## config.mk

```make
export PLATFORM = sky130hd
export DESIGN_NAME = vsbc_mc
export DESIGN_NICKNAME = d
export VERILOG_FILES = /design/src/rtl/vsbc_pkg.sv /design/src/rtl/vsbc_lane.sv /design/src/rtl/vsbc_mc.sv
export SDC_FILE = /design/constraint.sdc
export NUM_CORES = 1
export LEC_CHECK = 0
export CAP_MARGIN = 5
export CORE_MARGIN = 2
export CORE_UTILIZATION = 32
export CTS_CLUSTER_SIZE = 10
export DETAILED_ROUTE_END_ITERATION = 8
export PLACE_DENSITY = 0.54
export SLEW_MARGIN = 20
export SYNTH_ARGS = -nofsm -noshare
export SYNTH_HDL_FRONTEND = slang
export SYNTH_SLANG_ARGS = --single-unit
```

## constraint.sdc

```tcl
create_clock -name clk -period 6.27 [get_ports clk]
set_input_delay 0.627 -clock clk [delete_from_list [all_inputs] [get_ports clk]]
set_output_delay 0.627 -clock clk [all_outputs]
set_load 0.1 [all_outputs]
```

## src/rtl/vsbc_pkg.sv

```systemverilog
// ---------------------------------------------------------------------------
// vsbc_pkg: shared types and helpers for the variable-shift binary counter.
//   vsbc_state_e : run-control FSM states (IDLE / RUN / DONE)
//   align_weight : places the narrow initial weight at the top of the
//                  wider weight register
// ---------------------------------------------------------------------------
package vsbc_pkg;

  typedef enum logic [1:0] {
    IDLE = 2'd0,
    RUN  = 2'd1,
    DONE = 2'd2
  } vsbc_state_e;

  // Left-justifies a W-bit weight inside a B_W-bit register by padding
  // `pad` zeros below it. Operates at 64 bits; callers cast to their width.
  function automatic logic [63:0] align_weight(input logic [63:0] k,
                                               input int unsigned pad);
    return k << pad;
  endfunction

endpackage

```

## src/rtl/vsbc_lane.sv

```systemverilog
// ---------------------------------------------------------------------------
// vsbc_lane: one accumulator lane of the counter.
//   clk, rst : clock, synchronous active-high reset
//   clr      : clear accumulator and saturation flag (run start)
//   en       : accept a beat this cycle
//   z        : stochastic bit; add the weight when 1
//   rshift   : halve the lane result after the add
//   k        : current shared weight
//   acc      : accumulator value
//   sat      : sticky saturation flag, set when an add carries out
// ---------------------------------------------------------------------------
module vsbc_lane #(
  parameter int B_W = 12
) (
  input  logic           clk,
  input  logic           rst,
  input  logic           clr,
  input  logic           en,
  input  logic           z,
  input  logic           rshift,
  input  logic [B_W-1:0] k,
  output logic [B_W-1:0] acc,
  output logic           sat
);

  logic [B_W:0]   sum;
  logic [B_W-1:0] clamped;
  logic [B_W-1:0] result;

  // NOTE: every signal gets a value on every path of an always_comb,
  // otherwise synthesis infers a latch to hold the missing case.
  always_comb begin
    sum     = {1'b0, acc} + (z ? {1'b0, k} : '0);
    clamped = sum[B_W] ? '1 : sum[B_W-1:0];
    // Shift happens after the clamp, so a saturated lane halves to 0x7F..F.
    result  = rshift ? (clamped >> 1) : clamped;
  end

  // NOTE: registers use non-blocking assignments so every flop samples the
  // pre-edge values, independent of statement order.
  always_ff @(posedge clk) begin
    if (rst) begin
      acc <= '0;
      sat <= 1'b0;
    end else if (clr) begin
      acc <= '0;
      sat <= 1'b0;
    end else if (en) begin
      acc <= result;
      if (sum[B_W]) sat <= 1'b1;
    end
  end

endmodule

```

## src/rtl/vsbc_mc.sv

```systemverilog
// ---------------------------------------------------------------------------
// vsbc_mc: multi-channel variable-shift binary counter with run control.
//   clk, rst  : clock, synchronous active-high reset
//   start     : begin a run (accepted in IDLE or DONE)
//   k_init    : initial weight, left-justified into k_cur on start
//   len       : maximum beats for the run
//   z_valid   : beat qualifier for z and rshift
//   z         : one stochastic bit per lane
//   rshift    : halve weight and accumulators this beat
//   stop      : early-termination request (any RUN cycle)
//   busy/done : high in RUN / DONE
//   bz        : accumulators, lane i at [i*B_W +: B_W]
//   sat       : sticky per-lane saturation flags
//   k_cur     : current weight
//   beats     : beats accepted in the current or last run
// ---------------------------------------------------------------------------
module vsbc_mc
  import vsbc_pkg::*;
#(
  parameter int N_CH  = 4,
  parameter int W     = 4,
  parameter int B_W   = 12,
  parameter int CNT_W = 10
) (
  input  logic                clk,
  input  logic                rst,
  input  logic                start,
  input  logic [W-1:0]        k_init,
  input  logic [CNT_W-1:0]    len,
  input  logic                z_valid,
  input  logic [N_CH-1:0]     z,
  input  logic                rshift,
  input  logic                stop,
  output logic                busy,
  output logic                done,
  output logic [N_CH*B_W-1:0] bz,
  output logic [N_CH-1:0]     sat,
  output logic [B_W-1:0]      k_cur,
  output logic [CNT_W-1:0]    beats
);

  vsbc_state_e      state_q, state_d;
  logic [CNT_W-1:0] len_q;
  logic [B_W-1:0]   k_load, k_next;
  logic [CNT_W-1:0] beats_next;
  logic             start_ok, beat;

  assign start_ok   = start && (state_q != RUN);
  assign beat       = (state_q == RUN) && z_valid;
  assign k_load     = B_W'(align_weight(64'(k_init), B_W - W));
  assign k_next     = rshift ? (k_cur >> 1) : k_cur;
  assign beats_next = beats + 1'b1;

  // Termination tests look at post-beat values so the final beat is applied.
  always_comb begin
    state_d = state_q;
    case (state_q)
      IDLE, DONE: begin
        if (start_ok) state_d = (k_init == '0 || len == '0) ? DONE : RUN;
      end
      RUN: begin
        if (stop || (beat && (beats_next == len_q || k_next == '0)))
          state_d = DONE;
      end
      default: state_d = IDLE;
    endcase
  end

  // NOTE: reset clears only control/weight state here; lane accumulators
  // carry their own reset, so every visible output returns to zero.
  always_ff @(posedge clk) begin
    if (rst) begin
      state_q <= IDLE;
      k_cur   <= '0;
      beats   <= '0;
      len_q   <= '0;
    end else begin
      state_q <= state_d;
      if (start_ok) begin
        k_cur <= k_load;
        beats <= '0;
        len_q <= len;
      end else if (beat) begin
        k_cur <= k_next;
        beats <= beats_next;
      end
    end
  end

  assign busy = (state_q == RUN);
  assign done = (state_q == DONE);

  for (genvar i = 0; i < N_CH; i++) begin : g_lane
    vsbc_lane #(.B_W(B_W)) u_lane (
      .clk    (clk),
      .rst    (rst),
      .clr    (start_ok),
      .en     (beat),
      .z      (z[i]),
      .rshift (rshift),
      .k      (k_cur),
      .acc    (bz[i*B_W +: B_W]),
      .sat    (sat[i])
    );
  end

endmodule

```

# Word level (Yosys, flattened, before mapping)
# Index checks and enable logic that the tools add are counted.
# W data, S select, Z words.
[op_classes] n_addsub=5 n_eq_ne=6 mux=19 n_reduce_logical=18
[ops] operator="$mux W12" n=15
[ops] operator="$add A12 B13 Y13" n=4
[ops] operator="$logic_not A12 Y1" n=1
[ops] operator="$add A10 B1 Y10 const B" n=1
[ops] operator="$eq A10 B10 Y1" n=1
[ops] operator="$logic_not A10 Y1" n=1
[ops] operator="$reduce_and A2 Y1" n=5
[ops] operator="$mux W2" n=3
[ops] operator="$ne A2 B1 Y1 const B" n=3
[ops] operator="$logic_not A4 Y1" n=1
[ops] operator="$pmux W2 S2" n=1
[ops] operator="$reduce_or A2 Y1" n=2
[ops] operator="$logic_and A1 B1 Y1" n=3
[ops] operator="$logic_or A1 B1 Y1" n=3
[ops] operator="$eq A2 B1 Y1 const B" n=1
[ops] operator="$eq A2 B2 Y1 const B" n=1
[ops] operator="$logic_not A2 Y1" n=1
[ops] operator="$reduce_bool A2 Y1" n=1
[totals] register_bits=86 inputBits=24

# Depth between registers and ports, before layout
[depth] word_depth=7 depth_mapped=11 ltp_nobuf=9

# Hierarchy
# A second synthesis with hierarchy kept.
[hier_totals] hier_cells=830 area_unflattened_um2=6744.0
[by_module_without_submodules] module="vsbc_lane at g_lane[1].u_lane ..." instances=2 cells_each=150 area_each_um2=1204.9 seq_area_each_um2=260.2
[by_module_without_submodules] module="vsbc_mc" instances=1 cells_each=220 area_each_um2=1745.4 seq_area_each_um2=680.7
[by_module_without_submodules] module="vsbc_lane at g_lane[0].u_lane" instances=1 cells_each=151 area_each_um2=1313.8 seq_area_each_um2=260.2
[by_module_without_submodules] module="vsbc_lane at g_lane[3].u_lane" instances=1 cells_each=159 area_each_um2=1275.0 seq_area_each_um2=260.2

# Least setup slack after synthesis
# No wires, ideal clock.
[synth_path] kind="reg-to-reg" startpoint="register k_cur[4]" endpoint="register g_lane[1].u_lane.acc[10]" setup_time_ns=0.124 arrival_ns=2.942 path_slack_ns=3.204 stages_incl_launch_ff=9 period_less_slack_ns=3.066 path_cell_list="dfxtp_1 > and2_1 > ha_1 > a2111oi_2 > o21ai_1 > a2111o_1 > a31oi_1 > mux2i_1 > o21ai_1"
[synth_between] elab_chain_cells=4
[synth_lines] element="from (decl)" line="vsbc_mc.sv:38" source="output logic [B_W-1:0] k_cur,"
[synth_lines] element="from (signal assigned)" line="vsbc_mc.sv:80" source="k_cur <= k_load;"
[synth_lines] element="from (signal assigned)" line="vsbc_mc.sv:84" source="k_cur <= k_next;"
[synth_lines] element="$mux W12" line="vsbc_lane.sv:33" source="sum = {1'b0, acc} + (z ? {1'b0, k} : '0);"
[synth_lines] element="$add A12 B13 Y13" line="vsbc_lane.sv:33"
[synth_lines] element="$mux W12" line="vsbc_lane.sv:34" source="clamped = sum[B_W] ? '1 : sum[B_W-1:0];"
[synth_lines] element="$mux W12" line="vsbc_lane.sv:36" source="result = rshift ? (clamped >> 1) : clamped;"
[synth_lines] element="to (signal assigned)" line="vsbc_lane.sv:49" source="acc <= result;"
[synth_lines] element="to (decl)" line="vsbc_lane.sv:22" source="output logic [B_W-1:0] acc,"
# Every way passes these cells.
# A chain may end at the register's enable or synchronous reset.

# Final worst setup path
[layout_path] startpoint="input z[0]" endpoint="register g_lane[0].u_lane.acc[6]"
[layout_between] elab_chain_cells=4
[layout_lines] element="from (decl)" line="vsbc_mc.sv:31" source="input logic [N_CH-1:0] z,"
[layout_lines] element="$mux W12" line="vsbc_lane.sv:33"
[layout_lines] element="$add A12 B13 Y13" line="vsbc_lane.sv:33"
[layout_lines] element="$mux W12" line="vsbc_lane.sv:34"
[layout_lines] element="$mux W12" line="vsbc_lane.sv:36"
[layout_lines] element="to (signal assigned)" line="vsbc_lane.sv:49"
[layout_lines] element="to (decl)" line="vsbc_lane.sv:22"
# Every way passes these cells.

==> results.cfg <==
[final_layout]
finalNonFillerCells = 1167
antenna_cells_inserted = 0
drive_gt1_frac = 0.0466
nFillCells = 2035
fin_nets = 974
area_growth_pct = 22.8

[yosys]
postSynthAreaPerCell_um2 = 7.80
ys_types = 67
yosysWarningCount = 0
synth_cells = 824
synthesis.nets = 901
ys_ff_latch = 86
ys_seq_area_frac = 0.268
synth_edf_count = 0
synthFlopType = dfxtp_1
synthArstFlopShare = 0
synthesis.area_um2 = 6420

[pwr]
clockPowerShare = 0.371
p_leak_nw = 3.34
switching_share = 0.331
p_seq_frac = 0.423
p_comb_frac = 0.206
power_mw = 1.39
p_sw_mw = 0.460
p_per_area_nw_per_um2 = 176
peakVddDrop_v = 0.000133
p_int_mw = 0.931

[critical_path]
crit_path_end_kind = flip-flop
cp_common_cell = o21ai_0
cp-start-kind = primary input
path_cells = clkdlybuf4s50_1 > and2_1 > ha_1 > fa_1 > a211oi_1 > o21ai_0 > a41oi_1 > o21ai_0 > nor2_1 > a31oi_1
crit_path_start = z[0]
rr_startpoint = k_cur[0]
max_stage_delay_ns = 0.67
crit_fanout = 12
worstSetupPathType = in2reg
crit_slowest_cell = nor2_1
worstPathRequired_ns = 6.46
worstPathArrival_ns = 3.89

[route]
wire_per_inst_um = 17.3
wl_um = 20200
dr.pass1.iters = 4
vias_per_cell = 5.38
route.detailed.drc = 0
first_iter_violations = 336
antenna_left = 0
num_vias = 6281

[placed_design]
hpwl_um = 14500
port-buffer-count = 99
post-place-cells = 1151
place_ws_ns = 2.24
place_congestion = 0.834

[die]
core-area_um2 = 19600
start_util = 0.328
rows = 51
die_h_um = 146
dieArea_um2 = 21200
die_width_um = 146
io_pins = 100

[cts]
cts_setup_buffers = 0
clk_pin_slew_worst_paths_ns = 0.07
h-tree-depth = 3
cts_buffers = 9
cts_tree = done
cts_resized = 0
cts_hold_buf = 0
clk_latency_ns = 0.35
cts-root-buf = clkbuf_16
clockBufferDepth = 2
cts.sinks = 86

[grt]
grt_overflow = 0
grt_pass1_vias = 5976
grt_usage = 0.186
grt_max_degree = 49
grt_pass1_wl_um = 31900
antenna_found_initial = 0

[sta]
rsz0062_at_grt = false
worst_slack_ns = 2.57
period_share = 0.591
hold-worst-slack_ns = 0.479
slew_viol_final = 0
hold_viol = 0
timing.slew.headroom = 0.325
tightest_slew_ns = 1.01
fin_skew_ns = 0.00536
fmax_ghz = 0.270
post-route-min-period_ns = 3.70
setup_viol_count_final = 0
totalNegativeSetupSlack_ns = 0

[flow_run]
drv_cap = 0

[hold_path]
hold_class = reg2reg
holdCritStartpoint = len_q[9]

[status]
outcome = completed
through the flow:
stage	area, um^2	utilization
after floorplan	6420	-
after global placement	7610	0.388
after detailed placement	7610	0.388
after CTS	7890	0.403
after global routing	7890	0.403
final	7890	0.403
cell usage after synthesis (all sizes together), types with 9 or more instances:
cell type / count / area (um^2)
a211oi: 9 / 72.6
a21o: 15 / 113
a21oi: 83 / 419
a31oi: 12 / 75.1
and2: 50 / 313
buf: 11 / 60.1
clkbuf: 31 / 116
dfxtp: 86 / 1720
ha: 49 / 613
inv: 18 / 67.6
mux2i: 24 / 240
nand2: 94 / 353
nand3: 18 / 90.1
nor2: 61 / 229
nor3: 9 / 45.0
o21ai: 66 / 330
xnor2: 26 / 228
xor2: 18 / 158
cell usage in the layout (no fill, tap or decap), types with 8 or more instances in the layout:
| master | instances |
|---|---|
| and2_1 | 49 |
| clkbuf_16 | 9 |
| a31oi_1 | 12 |
| nor3_1 | 9 |
| nand2_1 | 94 |
| a211oi_1 | 8 |
| nor4_1 | 8 |
| o21ai_0 | 59 |
| or2_2 | 8 |
| xor2_1 | 18 |
| nand3_1 | 18 |
| o211ai_1 | 8 |
| o21bai_1 | 8 |
| mux2i_1 | 24 |
| inv_1 | 17 |
| clkdlybuf4s50_1 | 98 |
| xnor2_1 | 26 |
| ha_1 | 49 |
| a21oi_1 | 82 |
| nor2_1 | 60 |
| a21o_1 | 15 |
| dfxtp_1 | 86 |
cells by family after synthesis:
kind of cell / Yosys count / share of synthesized area
compound gates: 266 / 0.264
xor+xnor: 44 / 0.0600
fa+ha+maj: 53 / 0.108
buf+inv: 60 / 0.0380
flops: 86 / 0.268
mux: 25 / 0.0397
simple gates: 290 / 0.222
power by group through the flow:
stage,registers (mW),logic (mW),clock network [mW]
after floorplan,0.665,0.134,0
after global placement,0.600,0.286,0
after detailed placement,0.600,0.286,0
after CTS,0.587,0.287,0.532
after global routing,0.589,0.309,0.552
final,0.588,0.287,0.516
registers in the layout, indices dropped and copies added, names as in the netlist:
name,flops
k_cur,12
len_q,10
g_lane.u_lane.acc,48
beats,10
state_q,2
g_lane.u_lane.sat,4
worst paths after layout:
check                                                to  slack [ns]  cells past startpoint
worst min register to register                 len_q[9]        0.48                      2
worst max-delay path            g_lane[0].u_lane.acc[6]        2.57                     10
worst max register to register  g_lane[0].u_lane.acc[6]        3.05                      9
worst min-delay path                           len_q[9]        0.48                      2
metal layers:
layer / up-vias / global-route usage / part of all wire
li1: 3156 / - / -
met1: 2968 / 0.255 / 0.49
met2: 136 / 0.300 / 0.45
met3: 21 / 0.0295 / 0.043
met4: 0 / 0.0583 / 0.018
met5: - / 0 / 0
worst max-delay path: cells and delay by family:
family,cells,cell delay [ns]
adder cells (fa/ha/maj),2,0.64
AND/OR/NAND/NOR,2,0.91
AO/OA/AOI/OAI,5,1.16
buffers and inverters,1,0.56
area by class of cell:
class	count	area, um^2	area share
Sequential cell	86	1720	0.218
Inverter	18	67.6	0.00857
Multi-Input combinational cell	678	4470	0.566
Timing Repair Buffer	104	1020	0.130
Clock inverter	5	33.8	0.00428
Tap cell	265	332	0.0420
Clock buffer	11	243	0.0308
Power figures use the tool's default switching activity.
